File: src/rtl/branch_cond_unit_if.sv
// Branch-condition bus: FLAG read port, flag-writer tracking strobes,
// decode branch request and the registered PC-select result.
interface branch_cond_unit_if #(
    parameter int PC_WIDTH = 16
);
  logic [2:0]          FlagIn;
  logic                FlagReadEnable;
  logic                FlagIssue;
  logic                FlagRetire;
  logic                BrValid;
  logic [2:0]          BrCond;
  logic [PC_WIDTH-1:0] BrTarget;
  logic [PC_WIDTH-1:0] PcPlus2;
  logic                Stall;
  logic                BrDone;
  logic                BrTaken;
  logic [PC_WIDTH-1:0] NextPc;
  logic                PendErr;

  modport master (
    output FlagIn, FlagIssue, FlagRetire, BrValid, BrCond, BrTarget, PcPlus2,
    input  FlagReadEnable, Stall, BrDone, BrTaken, NextPc, PendErr
  );

  modport slave (
    input  FlagIn, FlagIssue, FlagRetire, BrValid, BrCond, BrTarget, PcPlus2,
    output FlagReadEnable, Stall, BrDone, BrTaken, NextPc, PendErr
  );
endinterface

File: src/rtl/branch_cond_unit.sv
// Holds a branch until all in-flight flag writers have retired, then reads the
// FLAG register, evaluates the condition code and returns taken / next PC.
module branch_cond_unit #(
    parameter int MAX_PENDING = 3,
    parameter int PC_WIDTH    = 16
) (
    input logic                clk,
    input logic                rst,
    branch_cond_unit_if.slave  bus
);
  localparam int CW = $clog2(MAX_PENDING + 1);

  typedef enum logic [1:0] {
    IDLE = 2'd0,
    WAIT = 2'd1,
    EVAL = 2'd2
  } stateT;

  stateT               stateR;
  stateT               nextStateS;
  logic [CW-1:0]       pendingR;
  logic [CW-1:0]       pendingNextS;
  logic                pendFaultS;
  logic                acceptS;
  logic                takenS;
  logic [2:0]          condR;
  logic [PC_WIDTH-1:0] targetR;
  logic [PC_WIDTH-1:0] fallR;
  logic                doneR;
  logic                takenR;
  logic [PC_WIDTH-1:0] nextPcR;
  logic                errR;

  // Flag layout: [2]=Z [1]=V [0]=N; 3'b111 is unconditional.
  function automatic logic condMet(input logic [2:0] cc, input logic [2:0] flags);
    logic z;
    logic v;
    logic n;
    z = flags[2];
    v = flags[1];
    n = flags[0];
    case (cc)
      3'b000:  condMet = ~z;
      3'b001:  condMet = z;
      3'b010:  condMet = ~z & ~n;
      3'b011:  condMet = n;
      3'b100:  condMet = z | ~n;
      3'b101:  condMet = z | n;
      3'b110:  condMet = v;
      default: condMet = 1'b1;
    endcase
  endfunction

  // Saturating pending-writer count; over/underflow holds the count and raises a fault.
  always_comb begin
    pendingNextS = pendingR;
    pendFaultS   = 1'b0;
    if (bus.FlagIssue && !bus.FlagRetire) begin
      if (pendingR == CW'(MAX_PENDING)) begin
        pendFaultS = 1'b1;
      end else begin
        pendingNextS = pendingR + CW'(1);
      end
    end else if (bus.FlagRetire && !bus.FlagIssue) begin
      if (pendingR == {CW{1'b0}}) begin
        pendFaultS = 1'b1;
      end else begin
        pendingNextS = pendingR - CW'(1);
      end
    end else begin
      pendingNextS = pendingR;
    end
  end

  // Next-state logic; the cycle carrying BrDone never accepts a new request.
  always_comb begin
    nextStateS = stateR;
    acceptS    = 1'b0;
    case (stateR)
      IDLE: begin
        if (bus.BrValid && !doneR) begin
          acceptS = 1'b1;
          if (bus.BrCond == 3'b111 || pendingNextS == {CW{1'b0}}) begin
            nextStateS = EVAL;
          end else begin
            nextStateS = WAIT;
          end
        end else begin
          nextStateS = IDLE;
        end
      end
      WAIT: begin
        if (pendingNextS == {CW{1'b0}}) begin
          nextStateS = EVAL;
        end else begin
          nextStateS = WAIT;
        end
      end
      EVAL:    nextStateS = IDLE;
      default: nextStateS = IDLE;
    endcase
  end

  assign takenS             = condMet(condR, bus.FlagIn);
  assign bus.FlagReadEnable = (stateR == EVAL);
  assign bus.Stall          = ((stateR == IDLE) && bus.BrValid && !doneR) ||
                              (stateR == WAIT) || (stateR == EVAL);
  assign bus.BrDone         = doneR;
  assign bus.BrTaken        = takenR;
  assign bus.NextPc         = nextPcR;
  assign bus.PendErr        = errR;

  // State, pending count and sticky fault.
  always_ff @(posedge clk) begin
    if (rst) begin
      stateR   <= IDLE;
      pendingR <= {CW{1'b0}};
      errR     <= 1'b0;
    end else begin
      stateR   <= nextStateS;
      pendingR <= pendingNextS;
      if (pendFaultS) begin
        errR <= 1'b1;
      end
    end
  end

  // Request latch and registered branch result; result holds until the next EVAL.
  always_ff @(posedge clk) begin
    if (rst) begin
      condR   <= 3'b000;
      targetR <= {PC_WIDTH{1'b0}};
      fallR   <= {PC_WIDTH{1'b0}};
      doneR   <= 1'b0;
      takenR  <= 1'b0;
      nextPcR <= {PC_WIDTH{1'b0}};
    end else begin
      if (acceptS) begin
        condR   <= bus.BrCond;
        targetR <= bus.BrTarget;
        fallR   <= bus.PcPlus2;
      end
      doneR <= (stateR == EVAL);
      if (stateR == EVAL) begin
        takenR  <= takenS;
        nextPcR <= takenS ? targetR : fallR;
      end
    end
  end
endmodule
File: src/flat_wrapper.sv
// flat-port wrapper written by rule: the top's interface ports become plain ports
module branch_cond_unit_flat 
#(
    parameter int MAX_PENDING = 3,
    parameter int PC_WIDTH    = 16
)
  (clk, rst, bus_FlagIn, bus_FlagIssue, bus_FlagRetire, bus_BrValid, bus_BrCond, bus_BrTarget, bus_PcPlus2, bus_FlagReadEnable, bus_Stall, bus_BrDone, bus_BrTaken, bus_NextPc, bus_PendErr);
  branch_cond_unit_if #(.PC_WIDTH(PC_WIDTH)) bus_i ();
  input logic clk;
  input logic rst;
  input wire logic [$bits(bus_i.FlagIn)-1:0] bus_FlagIn;
  input wire logic [$bits(bus_i.FlagIssue)-1:0] bus_FlagIssue;
  input wire logic [$bits(bus_i.FlagRetire)-1:0] bus_FlagRetire;
  input wire logic [$bits(bus_i.BrValid)-1:0] bus_BrValid;
  input wire logic [$bits(bus_i.BrCond)-1:0] bus_BrCond;
  input wire logic [$bits(bus_i.BrTarget)-1:0] bus_BrTarget;
  input wire logic [$bits(bus_i.PcPlus2)-1:0] bus_PcPlus2;
  output wire logic [$bits(bus_i.FlagReadEnable)-1:0] bus_FlagReadEnable;
  output wire logic [$bits(bus_i.Stall)-1:0] bus_Stall;
  output wire logic [$bits(bus_i.BrDone)-1:0] bus_BrDone;
  output wire logic [$bits(bus_i.BrTaken)-1:0] bus_BrTaken;
  output wire logic [$bits(bus_i.NextPc)-1:0] bus_NextPc;
  output wire logic [$bits(bus_i.PendErr)-1:0] bus_PendErr;
  assign bus_i.FlagIn = bus_FlagIn;
  assign bus_i.FlagIssue = bus_FlagIssue;
  assign bus_i.FlagRetire = bus_FlagRetire;
  assign bus_i.BrValid = bus_BrValid;
  assign bus_i.BrCond = bus_BrCond;
  assign bus_i.BrTarget = bus_BrTarget;
  assign bus_i.PcPlus2 = bus_PcPlus2;
  assign bus_FlagReadEnable = bus_i.FlagReadEnable;
  assign bus_Stall = bus_i.Stall;
  assign bus_BrDone = bus_i.BrDone;
  assign bus_BrTaken = bus_i.BrTaken;
  assign bus_NextPc = bus_i.NextPc;
  assign bus_PendErr = bus_i.PendErr;
  branch_cond_unit #(.MAX_PENDING(MAX_PENDING), .PC_WIDTH(PC_WIDTH)) u_core (.clk(clk), .rst(rst), .bus(bus_i));
endmodule
File: config.mk
export PLATFORM = sky130hd
export DESIGN_NAME = branch_cond_unit_flat
export DESIGN_NICKNAME = d
export VERILOG_FILES = /design/src/rtl/branch_cond_unit_if.sv /design/src/rtl/branch_cond_unit.sv /design/src/flat_wrapper.sv
export SDC_FILE = /design/constraint.sdc
export NUM_CORES = 1
export LEC_CHECK = 0
export BUFFER_PORTS_ARGS = -buffer_cell sky130_fd_sc_hd__buf_2
export CAP_MARGIN = 5
export CORE_UTILIZATION = 52
export DETAILED_ROUTE_END_ITERATION = 8
export PLACE_DENSITY = 0.88
export SLEW_MARGIN = 25
export SYNTH_ARGS = -nofsm -noshare
export SYNTH_HDL_FRONTEND = slang
export SYNTH_SLANG_ARGS = --single-unit
export TNS_END_PERCENT = 100
File: constraint.sdc
create_clock -name clk -period 2.3 [get_ports clk]
set_input_delay 0.46 -clock clk [delete_from_list [all_inputs] [get_ports clk]]
set_output_delay 0.46 -clock clk [all_outputs]
set_load 0.02 [all_outputs]
==> results of run 1 <==
-- routing by layer --
layer	vias up	track usage (%)	part of all wire, %
li1	1150	-	-
met1	1055	30.5	43
met2	79	43.0	50
met3	10	7.74	6.3
met4	0	10.9	1.5
met5	-	0	0
-- power by group --
group          switching [W]  internal (W)  total, W  leakage, nW
Combinational       0.000289      0.000172  0.000461        0.729
Sequential         0.0000613       0.00109   0.00115        0.476
Clock               0.000359      0.000410  0.000769       0.0766
-- logic make-up (layout without fill, tap and decap cells) --
group / count (synthesis) / count (layout)
flip-flops: 58 / 58
AND/OR/NAND/NOR: 113 / 113
buffers and inverters: 26 / 89
AO/OA/AOI/OAI: 96 / 96
-- registers in the layout, indices dropped and copies added, names as in the netlist --
name	cells
u_core.targetR	16
u_core.bus.BrDone	1
u_core.bus.PendErr	1
u_core.bus.NextPc	16
u_core.fallR	16
u_core.bus.BrTaken	1
u_core.condR	3
u_core.stateR	2
u_core.pendingR	2
-- stage by stage --
stage	hold slack [ps]	instance area [um^2]	cells	setup WS, ps	util [%]
finish	359	3000	408	319	66.9
global route	354	3000	408	248	66.9
CTS	350	3000	408	316	66.9
detailed placement	448	2840	394	389	63.5
global placement	444	2840	394	461	63.5
floorplan	433	2500	293	397	-
-- cell type report --
class / count / area, um^2 / share of cell area, %
multi-input combinational: 209 / 1220 / 40.8
sequential: 58 / 1160 / 38.8
timing repair buffer: 72 / 383 / 12.8
clock buffer: 14 / 153 / 5.10
tap: 52 / 65.1 / 2.17
inverter: 3 / 11.3 / 0.376
-- worst paths after layout --
kind | start | end | slack [ps] | cells after the start
worst max-delay path | u_core.stateR[1] | bus_Stall | 320 | 3
worst min-delay path | bus_PcPlus2[14] | u_core.fallR[14] | 360 | 3
worst max register to register | u_core.condR[1] | u_core.bus.NextPc[3] | 520 | 5
worst min register to register | u_core.targetR[14] | u_core.targetR[14] | 460 | 2
-- cells in the final DEF (no fill, tap or decap), drive strengths merged, types with 2 or more instances in the layout --
cell type and n:
nand2 72, buf 72, dfxtp 58, a21oi 38, nor2 24, o21bai 17, a211oi 17, a2111oi 16
clkbuf 14, nand2b 4, nor2b 4, nand3 3, nor3 3, inv 2, o21ai 2, a311oi 2
-- tightest hold or removal path: stages --
cell	delay, ps
sky130_fd_sc_hd__buf_2	90
sky130_fd_sc_hd__nand2_1	40
sky130_fd_sc_hd__a21oi_1	50
==> qor.csv, run 1 <==
stage;metric;value;unit
clock_tree;cts-htree-levels;3;
synth;synth_top_area_cell;sky130_fd_sc_hd__dfxtp_1;
global_route;globalRouteTotalUtil;25.6;%
die;die-area;5090;um^2
outcome;result_of_the_run;finished with violations;
synth;area_share_of_and_or_nand_nor_cells_after_synthesis;19.3;%
synth;ys_dominant_reg_cell;sky130_fd_sc_hd__dfxtp_1;
die;io_pins;64;
synth;mapped_nets;336;
power;power.density_cell_area;796;nW/um^2
die;fp.dieH;71.3;um
sta;rsz_0062_raised_after_global_routing;false;
detailed_routing;post-route-drc-count;4;
sta;post-route-period-util;86.1;%
worst_setup_path;critPathLaunchType;register;
clock_tree;clock_tree.root_cell;sky130_fd_sc_hd__clkbuf_8;
clock_tree;tritoncts_num_sinks;58;
worst_setup_path;cp_cell_instances;or4b_1, nand3_1, buf_2;
worst_setup_path;critical_path_class;register to primary output;
worst_setup_path;timing.critical_path.max_delay_family;simple AND/OR/NAND/NOR gates;
clock_tree;post-cts-setup-buffers;0;
synth;synth_area;2500;um^2
synth;yosysSeqAreaShare;46.4;%
worst_setup_path;critPathMaxFanout;6;
die;core_area;4470;um^2
synth;synth_edf_count;0;
clock_tree;clk_path_buf_depth;2;
synth;ys_top_cells_by_area;sky130_fd_sc_hd__dfxtp_1 46%, sky130_fd_sc_hd__nand2_1 11%, sky130_fd_sc_hd__a21oi_1 7.6%;
global_route;grt_max_degree;47;
synth;share_of_cell_area_taken_by_muxes_after_synthesis;0;%
sta;timing_max_transition_violations_final;0;
worst_setup_path;critical_path.endpoint_type;primary output;
synth;yosysWarningCount;0;
cells_and_area;synthToLayoutAreaGrowth;19.8;%
sta;maxClockFrequency;0.505;GHz
synth;synth_compound_gate_area_share;29.6;%
worst_setup_path;worstPathRequired;1840;ps
sta;max_slew_margin;50.2;%
detailed_routing;route.final.wire_length;5850;um
sta;finalSetupViolations;0;
worst_setup_path;cp_data_arrival_time;1520;ps
power;irDropWorstVdd;0.417;mV
clock_tree;hold_buffers;0;
detailed_routing;detail_route.first_pass.iterations;6;
sta;worst_clock_skew;6.56;ps
cells_and_area;layout.filler_cells;383;
detailed_routing;vias;2294;
detailed_routing;drt-wirelength-per-cell;14.3;um
cells_and_area;antenna_cells;0;
die;fp.dieW;71.3;um
synth;synth_xor_xnor_area_share;0;%
detailed_routing;vias_per_cell;5.62;
hold_path;type_of_the_worst_min_delay_path;primary input to register;
synth;post_synthesis_mean_instance_area;8.53;um^2
synth;synthDominantCellAreaShare;46.4;%
place;globalplace.congestion;0.798;
sta;period_needed;1980;ps
job;drv.max_cap_violation_count;0;
clock_tree;tritoncts;built;
power;totalPowerFinal;0.00238;W
synth;synthMostInstantiatedCell;sky130_fd_sc_hd__nand2_1;
synth;combinational_family_with_the_most_area_after_synthesis;compound AO/OA/AOI/OAI gates;
clock_tree;cts.clk_slew.worst_paths;60;ps
detailed_routing;dr.first_iter.drc_count;198;
cells_and_area;finalNetCount;396;
clock_tree;ctsResizeCount;0;
worst_setup_path;slowest_delay;560;ps
synth;leading_cell_types_by_count_after_synthesis;72 x sky130_fd_sc_hd__nand2_1, 58 x sky130_fd_sc_hd__dfxtp_1, 38 x sky130_fd_sc_hd__a21oi_1, 23 x sky130_fd_sc_hd__nor2_1;
synth;syn_inst;293;
place;port-buffer-count;63;
sta;setup-tns-final;0;ps
die;placementRows;24;
worst_setup_path;critical_path.slowest_cell;sky130_fd_sc_hd__or4b_1;
synth;synth_seq_cells;58;
global_route;global_route_wire_length_before_repair;9920;um
detailed_routing;ant_nets;0;
global_route;number_of_global_route_vias_before_repair;2149;
sta;final_hold_fails;0;
global_route;grt_overflow_total;0;
worst_setup_path;critical_path_buffer_and_inverter_count;1;
clock_tree;insertion_delay;330;ps
synth;synth_fa_ha_area_share;0;%
outcome;violations_in_the_final_reports;DRC;
die;starting_density_of_the_core;55.9;%
power;static-leakage-power;1.28;nW
sta;worst_pin_slew;747;ps
cells_and_area;drive_gt1_share;27.0;%
global_route;grt_antenna_before_repair;0;
synth;synthArstFlopShare;0;%
clock_tree;numCtsBuffers;9;
synth;synth_cell_type_count;31;
place;place_hpwl;3870;um
Note: power is estimated with default switching activity, not from simulation.
==> inputs of run 2 (changes only) <==
==> constraint.sdc (replaced) <==
create_clock -name clk -period 2.08 [get_ports clk]
set_input_delay 0.416 -clock clk [delete_from_list [all_inputs] [get_ports clk]]
set_output_delay 0.416 -clock clk [all_outputs]
set_load 0.02 [all_outputs]
==> run 2 against run 1 <==
Compared with the run above:
- routed wire length shrank 1.4%
- register-to-register slack lost 240 ps
- worst setup slack lost 220 ps
- first-iteration DRC count shrank 33%
- hold slack lost 39 ps
- the flow still finishes with violations (DRC)
==> qor.csv, run 2 (same netlist as run 1, synthesis figures left out) <==
stage;metric;value;unit
outcome;result_of_the_run;finished with violations;
outcome;violations_in_the_final_reports;DRC;
clock_tree;clock_tree.root_cell;sky130_fd_sc_hd__clkbuf_8;
global_route;grt_max_degree;38;
place;port-buffer-count;63;
worst_setup_path;critPathMaxFanout;18;
sta;rsz_0062_raised_after_global_routing;false;
power;sw_frac_of_total;27.5;%
detailed_routing;route.final.wire_length;5770;um
clock_tree;cts-htree-levels;3;
cells_and_area;finalNetCount;400;
clock_tree;ctsResizeCount;0;
power;internal_power;0.00209;W
detailed_routing;ant_nets;0;
power;power.density_cell_area;934;nW/um^2
detailed_routing;vias;2316;
global_route;number_of_global_route_vias_before_repair;2222;
clock_tree;cts.clk_slew.worst_paths;60;ps
global_route;globalRouteTotalUtil;24.1;%
die;die-area;5090;um^2
detailed_routing;dr.first_iter.drc_count;133;
die;io_pins;64;
sta;timing_max_transition_violations_final;0;
cells_and_area;commonest_cells_after_routing_fill_and_taps_aside;72 x sky130_fd_sc_hd__nand2_1, 63 x sky130_fd_sc_hd__buf_2, 58 x sky130_fd_sc_hd__dfxtp_1, 38 x sky130_fd_sc_hd__a21oi_1, 23 x sky130_fd_sc_hd__nor2_1;
sta;maxClockFrequency;0.505;GHz
worst_setup_path;worstPathRequired;1660;ps
cells_and_area;layout.filler_cells;362;
clock_tree;tritoncts_num_sinks;58;
hold_path;type_of_the_worst_min_delay_path;primary input to register;
global_route;grt_antenna_before_repair;0;
sta;finalSetupViolations;0;
worst_setup_path;critical_path_class;register to primary output;
clock_tree;numCtsBuffers;9;
clock_tree;tritoncts;built;
cells_and_area;final_area;3090;um^2
power;irDropWorstVdd;0.510;mV
worst_setup_path;cp_data_arrival_time;1570;ps
place;globalplace.congestion;0.793;
cells_and_area;antenna_cells;0;
cells_and_area;drive_gt1_share;28.7;%
clock_tree;hold_buffers;0;
global_route;global_route_wire_length_before_repair;9580;um
power;p_sw;0.000793;W
job;drv.max_cap_violation_count;0;
detailed_routing;detail_route.first_pass.iterations;7;
detailed_routing;post-route-drc-count;4;
sta;setup-tns-final;0;ps
power;static-leakage-power;1.33;nW
die;placementRows;24;
detailed_routing;drt-wirelength-per-cell;13.9;um
power;clock_power_share;37.8;%
sta;period_needed;1980;ps
place;placedInstanceArea;2870;um^2
place;place_hpwl;4010;um
sta;final_hold_fails;0;
die;starting_density_of_the_core;55.9;%
power;seq_power_share;44.3;%
detailed_routing;vias_per_cell;5.59;
die;core_area;4470;um^2
power;comb_power_share;17.9;%
sta;post-route-period-util;95.3;%
clock_tree;post-cts-setup-buffers;0;
cells_and_area;most_common_cell_after_layout_fill_and_taps_aside;sky130_fd_sc_hd__nand2_1;
sta;max_slew_margin;59.1;%
sta;worst_clock_skew;4.60;ps
global_route;grt_overflow_total;0;
clock_tree;insertion_delay;330;ps
die;fp.dieH;71.3;um
clock_tree;clk_path_buf_depth;2;
worst_setup_path;critPathLaunchType;register;
worst_setup_path;critical_path.endpoint_type;primary output;
die;fp.dieW;71.3;um
cells_and_area;synthToLayoutAreaGrowth;23.6;%
sta;worst_pin_slew;614;ps
run 2: area by class of cell:
| cell class | count | area (um^2) | area share, % |
|---|---|---|---|
| clock inverters | 1 | 30.0 | 0.972 |
| inverters | 3 | 11.3 | 0.365 |
| well taps | 52 | 65.1 | 2.11 |
| multi-input cells | 209 | 1220 | 39.6 |
| clock buffers | 15 | 186 | 6.03 |
| repair buffers | 76 | 413 | 13.4 |
| flip-flops and latches | 58 | 1160 | 37.6 |
run 2: stage by stage:
| step | hold slack [ps] | power, W | util, % | cells | worst slack, ps |
|---|---|---|---|---|---|
| 3_3_place_gp | 445 | 0.00180 | 64.2 | 398 | 236 |
| 6_report | 320 | 0.00289 | 69.0 | 414 | 98.4 |
| 2_1_floorplan | 433 | 0.00164 | - | 293 | 235 |
| 4_1_cts | 306 | 0.00291 | 69.0 | 414 | 93.0 |
| 5_1_grt | 313 | 0.00302 | 69.0 | 414 | 4.22 |
| 3_5_place_dp | 449 | 0.00181 | 64.2 | 398 | 207 |
run 2: worst paths after layout:
check	cells after the start	slack, ps	start	end
worst max-delay path	4	100	u_core.stateR[0]	bus_FlagReadEnable
worst min-delay path	3	320	bus_PcPlus2[9]	u_core.fallR[9]
worst max register to register	4	280	u_core.condR[2]	u_core.bus.NextPc[12]
worst min register to register	2	460	u_core.targetR[5]	u_core.targetR[5]
run 2: worst max-delay path, stage by stage, from the launching register on:
cell,delay (ps)
sky130_fd_sc_hd__dfxtp_1,450
sky130_fd_sc_hd__nand2b_1,230
sky130_fd_sc_hd__buf_4,260
sky130_fd_sc_hd__clkinv_1,130
sky130_fd_sc_hd__buf_2,170
run 2: power by group through the flow:
| stage | Sequential, W | Combinational, W | Clock [W] |
|---|---|---|---|
| floorplan | 0.00133 | 0.000315 | 0 |
| global placement | 0.00129 | 0.000500 | 0 |
| detailed placement | 0.00130 | 0.000515 | 0 |
| CTS | 0.00128 | 0.000518 | 0.00111 |
| global route | 0.00129 | 0.000568 | 0.00116 |
| finish | 0.00128 | 0.000517 | 0.00109 |
run 2: per-layer routing:
metal | part of all wire (%) | track usage [%]
met1 | 43 | 27.9
met2 | 50 | 41.8
met3 | 4.7 | 6.05
met4 | 2.1 | 11.3
met5 | 0 | 0
